--- config.mk ---
export PLATFORM = sky130hd
export DESIGN_NAME = spi_dac_rx
export DESIGN_NICKNAME = d
export VERILOG_FILES = /design/src/rtl/spi_dac_rx.sv
export SDC_FILE = /design/constraint.sdc
export NUM_CORES = 1
export LEC_CHECK = 0
export CAP_MARGIN = 20
export CORE_ASPECT_RATIO = 0.75
export CORE_MARGIN = 2
export CORE_UTILIZATION = 45
export DETAILED_ROUTE_END_ITERATION = 8
export HOLD_SLACK_MARGIN = 0.02
export PLACE_DENSITY = 0.75
export SKIP_CTS_REPAIR_TIMING = 1
export SLEW_MARGIN = 0
export SYNTH_ARGS = -nofsm -noshare
export SYNTH_HDL_FRONTEND = slang
export SYNTH_SLANG_ARGS = --single-unit
--- constraint.sdc ---
create_clock -name sysclk -period 1.95 [get_ports sysclk]
set_clock_uncertainty 0.05 [all_clocks]
set_input_delay 0.195 -clock sysclk [delete_from_list [all_inputs] [get_ports sysclk]]
set_output_delay 0.195 -clock sysclk [all_outputs]
set_load 0.01 [all_outputs]
--- src/rtl/spi_dac_rx.sv ---
// spi_dac_rx: receiver for the DAC end of an MCP4911-style SPI link.
//
// Samples the transmitter's chip select, SPI clock, data and LDAC lines in
// the sysclk domain. It decodes each 16-bit frame into BUF, GA_N, SHDN_N and
// a 10-bit code, and presents the latched DAC state as registers.
//
// Parameters:
//   SYNC_STAGES  synchroniser depth on each SPI input (>= 2)
//
// Ports:
//   sysclk       in   system clock (50 MHz)
//   rst_n        in   asynchronous active-low reset
//   dac_cs       in   chip select, active low, asynchronous
//   dac_sck      in   SPI clock, data sampled on rising edge
//   dac_sdi      in   serial data, MSB first
//   dac_ld       in   LDAC, active low (used only with SPI_DAC_RX_LDAC_EN)
//   dac_value    out  latched 10-bit DAC code
//   dac_buf      out  latched BUF bit
//   dac_gain_n   out  latched GA_N bit
//   dac_shdn_n   out  latched SHDN_N bit
//   frame_valid  out  one-cycle pulse when the output register updates
//   frame_err    out  one-cycle pulse on a malformed frame
//   frame_cnt    out  count of output-register updates, wraps 255 -> 0
//
// Configuration macro:
//   SPI_DAC_RX_LDAC_EN  when defined, accepted frames wait in an input
//                       register until a falling edge on dac_ld. When
//                       undefined, dac_ld is ignored and an accepted frame
//                       updates the outputs directly at cs rise.

module spi_dac_rx #(
    parameter int SYNC_STAGES = 2
) (
    input  logic       sysclk,
    input  logic       rst_n,
    input  logic       dac_cs,
    input  logic       dac_sck,
    input  logic       dac_sdi,
    input  logic       dac_ld,
    output logic [9:0] dac_value,
    output logic       dac_buf,
    output logic       dac_gain_n,
    output logic       dac_shdn_n,
    output logic       frame_valid,
    output logic       frame_err,
    output logic [7:0] frame_cnt
);

    typedef enum logic {
        StIdle,
        StShift
    } state_t;

    // Synchronisers, reset to the idle levels of each line
    logic [SYNC_STAGES-1:0] cs_sync;
    logic [SYNC_STAGES-1:0] sck_sync;
    logic [SYNC_STAGES-1:0] sdi_sync;
    logic                   cs_prev;
    logic                   sck_prev;

    always_ff @(posedge sysclk or negedge rst_n) begin
        if (!rst_n) begin
            cs_sync  <= '1;
            sck_sync <= '0;
            sdi_sync <= '0;
            cs_prev  <= 1'b1;
            sck_prev <= 1'b0;
        end else begin
            cs_sync  <= {cs_sync[SYNC_STAGES-2:0], dac_cs};
            sck_sync <= {sck_sync[SYNC_STAGES-2:0], dac_sck};
            sdi_sync <= {sdi_sync[SYNC_STAGES-2:0], dac_sdi};
            cs_prev  <= cs_sync[SYNC_STAGES-1];
            sck_prev <= sck_sync[SYNC_STAGES-1];
        end
    end

    logic cs_s;
    logic sdi_s;
    logic cs_rise;
    logic sck_rise;

    assign cs_s     = cs_sync[SYNC_STAGES-1];
    assign sdi_s    = sdi_sync[SYNC_STAGES-1];
    assign cs_rise  = cs_s & ~cs_prev;
    assign sck_rise = sck_sync[SYNC_STAGES-1] & ~sck_prev;

    state_t      state;
    logic [15:0] shreg;
    logic [4:0]  bit_cnt;

    // Frame evaluation at cs rise
    logic frame_done;
    logic accept;
    logic bad;

    assign frame_done = (state == StShift) && cs_rise;
    assign accept     = frame_done && (bit_cnt == 5'd16) && !shreg[15];
    assign bad        = frame_done && (bit_cnt != 5'd16) && (bit_cnt != 5'd0);

    logic       do_update;
    logic [9:0] upd_value;
    logic       upd_buf;
    logic       upd_gain_n;
    logic       upd_shdn_n;

`ifdef SPI_DAC_RX_LDAC_EN
    logic [SYNC_STAGES-1:0] ld_sync;
    logic                   ld_prev;
    logic                   ld_fall;
    logic [9:0]             in_value;
    logic                   in_buf;
    logic                   in_gain_n;
    logic                   in_shdn_n;
    logic                   pend;

    always_ff @(posedge sysclk or negedge rst_n) begin
        if (!rst_n) begin
            ld_sync <= '1;
            ld_prev <= 1'b1;
        end else begin
            ld_sync <= {ld_sync[SYNC_STAGES-2:0], dac_ld};
            ld_prev <= ld_sync[SYNC_STAGES-1];
        end
    end

    assign ld_fall = ~ld_sync[SYNC_STAGES-1] & ld_prev;

    // An ld fall coinciding with a malformed frame is dropped so that
    // frame_valid and frame_err never pulse together; pend stays set.
    assign do_update = ld_fall && cs_s && !bad && (pend || accept);

    // A frame accepted in the same cycle as the ld fall is the newest data
    assign upd_value  = accept ? shreg[11:2] : in_value;
    assign upd_buf    = accept ? shreg[14]   : in_buf;
    assign upd_gain_n = accept ? shreg[13]   : in_gain_n;
    assign upd_shdn_n = accept ? shreg[12]   : in_shdn_n;
`else
    logic unused_ld;
    assign unused_ld = dac_ld;

    assign do_update  = accept;
    assign upd_value  = shreg[11:2];
    assign upd_buf    = shreg[14];
    assign upd_gain_n = shreg[13];
    assign upd_shdn_n = shreg[12];
`endif

    always_ff @(posedge sysclk or negedge rst_n) begin
        if (!rst_n) begin
            state       <= StIdle;
            shreg       <= '0;
            bit_cnt     <= '0;
            dac_value   <= '0;
            dac_buf     <= 1'b0;
            dac_gain_n  <= 1'b1;
            dac_shdn_n  <= 1'b0;
            frame_valid <= 1'b0;
            frame_err   <= 1'b0;
            frame_cnt   <= '0;
`ifdef SPI_DAC_RX_LDAC_EN
            in_value    <= '0;
            in_buf      <= 1'b0;
            in_gain_n   <= 1'b1;
            in_shdn_n   <= 1'b0;
            pend        <= 1'b0;
`endif
        end else begin
            frame_valid <= 1'b0;
            frame_err   <= bad;

            case (state)
                StIdle: begin
                    shreg   <= '0;
                    bit_cnt <= '0;
                    if (!cs_s) begin
                        state <= StShift;
                    end
                end
                StShift: begin
                    if (cs_rise) begin
                        state <= StIdle;
                    end else if (sck_rise) begin
                        shreg <= {shreg[14:0], sdi_s};
                        if (bit_cnt != 5'd17) begin
                            bit_cnt <= bit_cnt + 5'd1;
                        end
                    end
                end
            endcase

            if (do_update) begin
                dac_value   <= upd_value;
                dac_buf     <= upd_buf;
                dac_gain_n  <= upd_gain_n;
                dac_shdn_n  <= upd_shdn_n;
                frame_valid <= 1'b1;
                frame_cnt   <= frame_cnt + 8'd1;
            end

`ifdef SPI_DAC_RX_LDAC_EN
            // Last accepted frame wins; an update consumes it
            if (accept) begin
                in_value  <= shreg[11:2];
                in_buf    <= shreg[14];
                in_gain_n <= shreg[13];
                in_shdn_n <= shreg[12];
            end
            if (do_update) begin
                pend <= 1'b0;
            end else if (accept) begin
                pend <= 1'b1;
            end
`endif
        end
    end

endmodule

After elaboration in Yosys (flattened, before gate mapping). Cells that the tools add are included.

Add/subtract/negate cells: 2. Equal/unequal tests: 6. Muxes and demuxes: 11. Bitwise operators: 5. Reductions and logical operators: 9.

Operators by type and width (count): $mux W16 (2); $pmux W16 S2 (1); $mux W5 (3); $ne A5 B5 Y1 const B (2); $pmux W5 S2 (1); $add A8 B1 Y8 const B (1); $add A5 B1 Y5 const B (1); $eq A5 B5 Y1 const B (1); $logic_and A1 B1 Y1 (5); $reduce_bool A5 Y1 (1); $ne A2 B2 Y1 const B (2); $mux W1 (3); $not A1 Y1 (3); $reduce_and A3 Y1 (1); $and A1 B1 Y1 (2); $ne A2 B1 Y1 const B (1); $pmux W1 S2 (1); $reduce_and A2 Y1 (1); $logic_not A1 Y1 (1).

Register bits after elaboration: 53. Input bits: 6. Output and inout port bits: 23. Logic and storage cells: 48.

Longest topological paths before layout.
Word-level depth: 6. Gate-level depth with buffers: 8. Mapped depth without buffers: 6.

Worst setup path after synthesis. No wires, ideal clock.

Path kind: flip-flop to flip-flop. From: register cs_prev. To: register bit_cnt[4]. Setup time: 124 ps. Arrival time: 1529 ps. Data required time: 1776 ps. Path slack: 248 ps. Cell stages (with the launch flop): 6. Buffers on the path: 1. Clock period less this slack: 1702 ps. Cell sequence: dfstp_2 -> nand2b_2 -> a31oi_1 -> buf_2 -> or2_2 -> a211o_1.

Cells in the longest elaborated chain, start to end: 4.

RTL lines: from (decl) (line 58) `logic cs_prev;`; from (signal assigned) (line 72) `cs_prev <= cs_sync[SYNC_STAGES-1];`; $not A1 Y1 (line 84) `assign cs_rise = cs_s & ~cs_prev;`; $and A1 B1 Y1 (line 84); $ne A2 B2 Y1 (no line); $reduce_and A3 Y1 (no line); to (signal assigned) (line 185) `bit_cnt <= bit_cnt + 5'd1;`; to (decl) (line 89) `logic [4:0] bit_cnt;`.

No other way between the ends. A chain may end at the register's enable or synchronous reset.

Worst setup path in the final report. Same ends and word-level chain as after synthesis.

==> reports/results.ini <==
[critical_path]
cp_cell_sequence = nand2b_2 > a31oi_2 > or2_2 > a211o_1
crit_fanout = 5
cp_top_family = simple AND/OR/NAND/NOR gates
critPathArrivalTime_ns = 1.91
r2r_cells = 4
crit_path_end_kind = flop
critPathSlowestCell = dfstp_2
cp.depth = 4
start_kind = flop
slowest_delay_ns = 0.53
cp_num_buf_inv = 0
crit_type = reg2reg
cp.required_ns = 2.09

[logic_synthesis]
ys.flop_type = dfrtp_1
synth_edf_count = 0
yosysSeqAreaShare = 0.624
synth_cells = 205
ys_async_sr_fraction = 1.00
yosys_warnings = 0
synthTopCellsByArea = dfrtp_1, nand2_1, dfstp_2, o21ai_0, xnor2_1
yosys.area.top_type = dfrtp_1
syn_area_um2 = 2130
synth-seq-cells = 53
synth_top_cell_area_share = 0.575
syn_area_per_cell_um2 = 10.4
syn_nets = 215
synth_cell_types = 33

[run_status]
status = completed

[power_and_ir_drop]
p_clk_frac = 0.317
p_int_mw = 1.78
p_sw_mw = 0.617
p_leak_nw = 1.21
max-vdd-ir-drop_v = 0.000511
pwr-share-seq = 0.537
power.density_nw_per_um2 = 916
combPwrFrac = 0.146
swShare = 0.257

[worst_hold_path]
hold_depth = 1
holdCritPathClass = in2reg

[global_routing]
overflow = 0
track_usage = 0.152
grt_pass1_wl_um = 6440
grt_max_degree = 35
grt_pass1_vias = 1432
antenna_found_initial = 0

[clocking]
cts_tree = done
clk_path_buf_depth = 2
clock_latency_ns = 0.30
root_buffer = clkbuf_8
numCtsBuffers = 5
clock_sinks = 53
htreeDepth = 2
clk_pin_slew_worst_paths_ns = 0.09

[place]
placed_cell_area_um2 = 2490
gp_congestion = 0.760
port_buffers = 27
place_hpwl_um = 2460

[timing]
setup_tns_ns = 0
finalHoldViolCount = 0
period_minus_slack_ns = 1.76
drv_slew = 0
rsz0062_at_grt = no
max_freq_mhz = 567
slew_headroom = 0.665
setup_viol = 0
fin_crit_sh = 0.904
worst_slew_pin_slew_ns = 0.502

[drt]
first_pass_iters = 4
viasPerCell = 4.88
routed_wl_um = 3700
wire_per_inst_um = 12.6
vias = 1434
drtAntennaViolNets = 0
drc = 0
drt_iter0_markers = 110

[final_layout]
nFillCells = 384
seq_area_um2 = 1330
final_area_um2 = 2620
drive_above_1_share = 0.0970
syn2layout_area_growth_pct = 22.8
multi_input_area_um2 = 742
diodes = 0
final_nets = 246

[floorplanning]
die_h_um = 63.6
row_count = 21
initial_utilization = 0.472
design.portCount = 29
die_w_um = 83.5
die_area_um2 = 5310
core_um2 = 4520

[flow_run]
maxCapViolations = 0

## cells in the mapped netlist, types with 4 or more instances
library cell	instances
and3_1	4
buf_2	4
clkbuf_1	4
dfrtp_1	49
dfstp_2	4
ha_1	4
inv_1	5
nand2_1	75
nand3_1	5
o21ai_0	18
xnor2_1	7
## cell type report
cell class	count	share of cell area
inverter	5	0.00717
clock buffer	7	0.0330
timing repair buffer	33	0.129
clock inverter	1	0.0115
tap	57	0.0272
multi-input combinational	138	0.283
sequential	53	0.509
## registers in the layout (all words and copies together) (netlist names)
register	flops
shreg	16
dac_value	10
frame_cnt	8
bit_cnt	5
cs_sync	2
sck_sync	2
sdi_sync	2
cs_prev	1
dac_buf	1
dac_gain_n	1
dac_shdn_n	1
frame_err	1
frame_valid	1
sck_prev	1
state	1
## cells by family (layout without fill, tap and decap cells)
logic type,after synthesis,count (layout),synth area share
muxes,2,2,0.0106
xor gates and xnor gates,7,7,0.0288
and+or+nand+nor,101,101,0.219
AOI/OAI and AO/OA,24,24,0.0634
DFF,53,53,0.624
buffers and inverters,14,46,0.0305
adders and majority gates,4,4,0.0235
## layer usage
| metal | GRT usage | wire length, um | vias up |
|---|---|---|---|
| li1 | - | - | 726 |
| met1 | 0.206 | 1870 | 677 |
| met2 | 0.239 | 1650 | 25 |
| met3 | 0.0406 | 137 | 6 |
| met4 | 0.0544 | 46 | 0 |
| met5 | 0 | 0 | - |
## cell usage in the layout, fill, tap and decap left out
cell | Yosys | routed
buf_4 | 0 | 3
a31oi_2 | 0 | 1
o21ai_0 | 18 | 18
dfrtp_1 | 49 | 49
and3_1 | 4 | 4
nand2b_2 | 1 | 1
clkdlybuf4s50_1 | 0 | 26
bufinv_16 | 0 | 1
nand2b_1 | 1 | 1
inv_1 | 5 | 5
a21oi_1 | 1 | 1
nor2_1 | 1 | 1
nand2_1 | 75 | 75
mux2_2 | 1 | 1
o41ai_1 | 1 | 1
or2_2 | 1 | 1
or3_1 | 1 | 1
ha_1 | 4 | 4
a21o_1 | 1 | 1
mux2_1 | 1 | 1
o2bb2ai_1 | 1 | 1
nor4_1 | 2 | 2
buf_12 | 0 | 2
clkbuf_1 | 4 | 1
nand4_1 | 2 | 2
or4_1 | 1 | 1
nor3_1 | 2 | 2
buf_2 | 4 | 1
and2_1 | 2 | 2
clkbuf_8 | 0 | 6
nand3_1 | 5 | 5
nor3b_1 | 1 | 1
dlygate4sd3_1 | 0 | 1
nor4_4 | 1 | 1
dfstp_2 | 4 | 4
nand3b_4 | 1 | 1
a211o_1 | 1 | 1
xnor2_1 | 7 | 7
## worst paths after layout
path                             start            to  slack [ns]
setup / recovery               cs_prev    bit_cnt[4]        0.19
hold / removal                  dac_cs    cs_sync[0]        0.24
setup reg to reg               cs_prev    bit_cnt[4]        0.19
hold reg to reg            sdi_sync[0]   sdi_sync[1]        0.30
max in group asynchronous        rst_n    cs_sync[1]        0.90
min in group asynchronous        rst_n  dac_value[1]        0.33
## per-stage QoR
| stage | hold slack [ns] | total power, mW | util | std cells | worst slack [ns] |
|---|---|---|---|---|---|
| after floorplan | -0.151 | 1.52 | - | 205 | 0.248 |
| after global placement | 0.132 | 1.64 | 0.551 | 285 | 0.243 |
| after detailed placement | 0.137 | 1.66 | 0.551 | 285 | 0.189 |
| after CTS | -0.194 | 2.42 | 0.577 | 293 | 0.188 |
| after global routing | 0.242 | 2.52 | 0.579 | 294 | 0.107 |
| final | 0.242 | 2.40 | 0.579 | 294 | 0.187 |
## power groups by stage
stage	registers, mW	clock network [mW]	logic, mW
final	1.29	0.759	0.351
after global routing	1.30	0.819	0.393
after CTS	1.29	0.781	0.355
after detailed placement	1.31	0	0.356
after global placement	1.30	0	0.338
after floorplan	1.29	0	0.226
(Power assumes the default switching activity.)
